`src/rtl/fb_pkg.sv`:
```
// fb_pkg: shared widths, scheduler state encoding and pixel type for the frame-buffer write path.
package fb_pkg;
    localparam int DEF_ADDR_W = 10;
    localparam int DEF_COLOR_W = 3;
    typedef enum logic [1:0] {IDLE, FILL, WAIT_SWAP} sched_state_t;
    typedef logic [DEF_COLOR_W-1:0] rgb_t;
endpackage

```
`src/rtl/fb_fill_counter.sv`:
```
// fb_fill_counter: fill address counter, one bit wider than the address so the terminal count needs no wrap compare.
module fb_fill_counter #(
    parameter int ADDR_W = 10
) (
    input  logic            clk,
    input  logic            reset_n,
    input  logic            start,
    input  logic            en,
    output logic [ADDR_W:0] cnt,
    output logic            done
);
    assign done = cnt[ADDR_W];
    // Address 0 is written on the start edge itself, so counting resumes at 1.
    always_ff @(posedge clk or negedge reset_n)
        if (!reset_n) cnt <= '0;
        else if (start) cnt <= (ADDR_W+1)'(1);
        else if (en && !done) cnt <= cnt + 1'b1;
endmodule

```
`src/rtl/fb_write_sched.sv`:
```
// fb_write_sched: arbitrates the frame RAM write port between host pixels and the clear engine, swapping banks at frame_done.
// The clear engine exists only when FB_WRITE_SCHED_FILL_EN is defined.
module fb_write_sched
    import fb_pkg::*;
#(
    parameter int ADDR_W = DEF_ADDR_W,
    parameter int COLOR_W = DEF_COLOR_W
) (
    input  logic               clk,
    input  logic               reset_n,
    input  logic               host_valid,
    output logic               host_ready,
    input  logic [ADDR_W-1:0]  host_adr,
    input  logic [COLOR_W-1:0] host_rgb,
    input  logic               host_commit,
    input  logic               fill_start,
    input  logic [COLOR_W-1:0] fill_rgb,
    output logic               fill_busy,
    input  logic               frame_done,
    output logic               swap_pending,
    output logic               ram_we,
    output logic [ADDR_W-1:0]  ram_adr,
    output logic [COLOR_W-1:0] ram_din,
    output logic               ram_bank,
    output logic               disp_bank
);
    sched_state_t state;
    assign disp_bank = ~ram_bank;
`ifdef FB_WRITE_SCHED_FILL_EN
    logic [ADDR_W:0] fill_cnt;
    logic            fill_go;
    logic            fill_done;
    assign fill_go = state == IDLE && fill_start;
    assign host_ready = reset_n && state == IDLE && !fill_start;
    assign fill_busy = state == FILL;
    fb_fill_counter #(.ADDR_W(ADDR_W)) u_fill_counter (
        .clk     (clk),
        .reset_n (reset_n),
        .start   (fill_go),
        .en      (state == FILL),
        .cnt     (fill_cnt),
        .done    (fill_done)
    );
`else
    logic unused_fill;
    assign unused_fill = ^{fill_start, fill_rgb};
    assign host_ready = reset_n && state == IDLE;
    assign fill_busy = 1'b0;
`endif
    always_ff @(posedge clk or negedge reset_n)
        if (!reset_n) begin
            state <= IDLE;
            ram_we <= 1'b0;
            ram_adr <= '0;
            ram_din <= '0;
            ram_bank <= 1'b1;
            swap_pending <= 1'b0;
        end else begin
            ram_we <= 1'b0;
            case (state)
                IDLE: begin
`ifdef FB_WRITE_SCHED_FILL_EN
                    if (fill_go) begin
                        // ram_din holds the fill colour for the whole pass.
                        state <= FILL;
                        ram_we <= 1'b1;
                        ram_adr <= '0;
                        ram_din <= fill_rgb;
                        swap_pending <= host_commit;
                    end else
`endif
                    begin
                        if (host_valid) begin
                            ram_we <= 1'b1;
                            ram_adr <= host_adr;
                            ram_din <= host_rgb;
                        end
                        if (host_commit) begin
                            state <= WAIT_SWAP;
                            swap_pending <= 1'b1;
                        end
                    end
                end
`ifdef FB_WRITE_SCHED_FILL_EN
                FILL: begin
                    if (fill_done) state <= (swap_pending || host_commit) ? WAIT_SWAP : IDLE;
                    else begin
                        ram_we <= 1'b1;
                        ram_adr <= fill_cnt[ADDR_W-1:0];
                    end
                    if (host_commit) swap_pending <= 1'b1;
                end
`endif
                WAIT_SWAP: if (frame_done) begin
                    state <= IDLE;
                    ram_bank <= ~ram_bank;
                    swap_pending <= 1'b0;
                end
                default: state <= IDLE;
            endcase
        end
endmodule

```
`config.mk`:
```
export PLATFORM = sky130hd
export DESIGN_NAME = fb_write_sched
export DESIGN_NICKNAME = d
export VERILOG_FILES = /design/src/rtl/fb_pkg.sv /design/src/rtl/fb_fill_counter.sv /design/src/rtl/fb_write_sched.sv
export SDC_FILE = /design/constraint.sdc
export NUM_CORES = 1
export LEC_CHECK = 0
export CORE_MARGIN = 5
export CORE_UTILIZATION = 33
export CTS_BUF_LIST = sky130_fd_sc_hd__clkbuf_8
export DETAILED_ROUTE_END_ITERATION = 16
export PLACE_DENSITY = 0.76
export SLEW_MARGIN = 5
export SYNTH_ARGS = -nofsm -noshare
export SYNTH_HDL_FRONTEND = slang
export SYNTH_SLANG_ARGS = --single-unit
```
`constraint.sdc`:
```
create_clock -name clk -period 1.2 [get_ports clk]
set_input_delay 0.18 -clock clk [delete_from_list [all_inputs] [get_ports clk]]
set_output_delay 0.18 -clock clk [all_outputs]
set_load 0.005 [all_outputs]
```
After elaboration in Yosys (flattened, before gate mapping) --
Cells that the tools add are included.
Word-level totals: logic and storage cells 25, bits in registers 18
Cells by class: reduce and logical (&&, ||, !) cells 7, bitwise gates (word level) 1, muxes and demuxes 8, eq/ne operators 3
Operators by type and width (number):
- $reduce_and A2 Y1 | 3
- $mux W1 | 4
- $mux W2 | 2
- $ne A2 B2 Y1 const B | 2
- $pmux W2 S2 | 1
- $reduce_and A3 Y1 | 1
- $eq A2 B2 Y1 const B | 1
- $logic_not A2 Y1 | 1
- $pmux W1 S2 | 1
- $reduce_bool A2 Y1 | 1
- $logic_and A1 B1 Y1 | 1
- $not A1 Y1 | 1

Logic depth before layout (Yosys ltp) --
depth in word-level cells 3, depth in mapped cells 4

Worst setup path before layout --
No wires, ideal clock.
path kind register -> register, start point register swap_pending (netlist name), end point register ram_adr[0], buffers on the path 2, required time 1.075 ns, library setup time 0.125 ns, stages on the path, launching flop included 5, path slack -0.013 ns, data arrival time 1.088 ns, path through dfrtp_1 -> nor2b_1 -> buf_6 -> buf_12 -> mux2_4
RTL lines:
- end signal, assigned | line fb_write_sched.sv:75 | ram_adr <= host_adr;
- end, declared | line fb_write_sched.sv:22 | output logic [ADDR_W-1:0] ram_adr,

==> results.json <==
{
  "rsz0062_at_grt": "true",
  "finalCritPeriodShare": 0.983,
  "timing.rr.end": "ram_adr[8]",
  "outcome": "completed",
  "die_area_um2": 3010,
  "irDropWorstVdd_mv": 0.915,
  "syn-mean-instance-area_um2": 17.0,
  "place_ws_ps": -286,
  "r2r_setup_slack_ps": 50,
  "boundaryPins": 41,
  "synth_seq_cells": 16,
  "gp_congestion": 0.627,
  "regArea_um2": 402,
  "syn2layout_area_growth_pct": 67.5,
  "grt_pass1_vias": 506,
  "nets": 104,
  "start_kind": "flip-flop",
  "antenna_found_initial": 0,
  "grt_use_met2": 0.161,
  "worst_hold_path_type": "in -> async",
  "final_cell_mix": "clkdlybuf4s50_1 (17), dfrtp_1 (15), dlygate4sd2_1 (14), mux2_4 (13)",
  "diodes": 0,
  "clk_latency_ps": 240,
  "start_util": 0.341,
  "finalHoldViolations": 0,
  "final_antenna_net_count": 0,
  "grt_usage": 0.106,
  "grt-ovfl-total": 0,
  "grtUsageMet3": 0.0790,
  "dp_hpwl_um": 1080,
  "num_rows": 16,
  "critPathMaxFanout": 3,
  "p_leak_uw": 0.000532,
  "cp_data_required_time_ps": 1020,
  "report.final.setup_viol": 0,
  "grt_max_degree": 17,
  "clockRootBuffer": "clkbuf_8",
  "ctsHtreeMaxLevel": 1,
  "ys_warn_count": 0,
  "fillCellCount": 163,
  "cts_buffers": 3,
  "arrival_ps": 1000,
  "busiest_layer": "met2",
  "p_per_area_nw_per_um2": 1660,
  "final-instance-count-excl-fill": 108,
  "drt-pass1-iter-count": 1,
  "layout-drive-gt1-share": 0.370,
  "final_common_cell": "clkdlybuf4s50_1",
  "drt_wl_total_um": 1410,
  "path_class": "reg -> out",
  "core-area_um2": 1940,
  "maxSlewViolCount": 0,
  "die_y_um": 54.8,
  "multi_input_area_um2": 241,
  "fin_area_um2": 1110,
  "clock-sinks": 16,
  "portBuffers": 35,
  "cts_buffer_depth": 2,
  "clk_pin_slew_ps": 60,
  "period_needed_ps": 1180,
  "place_area_um2": 1050,
  "routedWlPerCell_um": 13.1,
  "dr_total_vias": 456,
  "tritoncts": "done",
  "max_freq_ghz": 0.848,
  "synth_area_um2": 663,
  "ys_seq_area_frac": 0.606,
  "total_power_uw": 1850,
  "cp-end-kind": "output port",
  "first_iter_violations": 0,
  "place_inst": 103,
  "cap_violations": 0,
  "finalClockSkew_ps": 2.78,
  "fp.dieW_um": 54.8,
  "avgViaCountPerCell": 4.22,
  "hold_buffers": 0,
  "worstRegToRegCells": 3,
  "grt_pass1_wl_um": 2170,
  "met1_usage": 0.108,
  "drc": 0,
  "synth_cell_types": 14,
  "synth_nets": 61,
  "layout_setup_ws_ps": 20.3,
  "r2r-start": "swap_pending",
  "syn_inst": 39
}
## stage by stage
step | hold slack (ps) | TNS (ps) | util
after floorplan | -116 | -114 | -
after global placement | 490 | -3150 | 0.539
after detailed placement | 492 | -3360 | 0.539
after CTS | 296 | 0 | 0.564
after global routing | 314 | -48.0 | 0.572
final | 285 | 0 | 0.572
## critical path: stages (launching register included)
cell	delay (ps)
dfrtp_1	400
and2b_2	240
buf_6	110
## cell type report
class                      count  area share
sequential                    16       0.361
timing repair buffer          41       0.338
multi-input combinational     19       0.217
clock buffer                   4      0.0495
tap                           27      0.0304
inverter                       1     0.00338
## synth_stat cells
| cell | instances | area [um^2] |
|---|---|---|
| buf_4 | 1 | 7.51 |
| inv_1 | 1 | 3.75 |
| xnor2_1 | 1 | 8.76 |
| o21a_1 | 1 | 7.51 |
| nand2_1 | 1 | 3.75 |
| nor2b_1 | 1 | 6.26 |
| buf_12 | 1 | 20.0 |
| and2b_2 | 1 | 8.76 |
| buf_6 | 1 | 11.3 |
| mux2_2 | 4 | 45.0 |
| dfstp_2 | 1 | 26.3 |
| mux2_4 | 9 | 135 |
| dfrtp_1 | 15 | 375 |
| conb_1 | 1 | 3.75 |
## how the worst max path moves through the flow
stage	from	to	slack, ps
after floorplan	swap_pending	ram_adr[0]	-10
after detailed placement	reset_n	host_ready	-290
after global routing	swap_pending	host_ready	-20
after CTS	ram_bank	ram_bank	10
after global placement	reset_n	host_ready	-260
final	swap_pending	host_ready	20
## logic make-up (layout without fill, tap and decap cells)
logic type | Yosys count | after routing | synth area share
AND/OR/NAND/NOR | 3 | 3 | 0.0283
buffers and inverters | 4 | 46 | 0.0641
other | 1 | 1 | 0.00565
multiplexers | 13 | 13 | 0.272
XOR/XNOR | 1 | 1 | 0.0132
flip-flops | 16 | 16 | 0.606
AO/OA/AOI/OAI | 1 | 1 | 0.0113
## state kept, by name (all words and copies together), names as in the netlist
signal,cells
ram_adr,10
ram_we,1
swap_pending,1
ram_din,3
ram_bank,1
## per-layer routing
| layer | vias up | wire length, um |
|---|---|---|
| li1 | 209 | - |
| met1 | 219 | 515 |
| met2 | 26 | 664 |
| met3 | 2 | 223 |
| met4 | 0 | 9 |
| met5 | - | 0 |
## where the power goes
part / internal (uW) / switching [uW]
registers: 693 / 77.7
clock network: 290 / 174
logic: 426 / 188
## what timing repair did
action / CTS / global route
gates resized for setup: 30 / 8
setup buffers: 1 / 0
setup endpoints to repair: 22 / 15
endpoints found under the hold margin: 0 / 0
gates cloned: 0 / 0
Power figures use the tool's default switching activity.
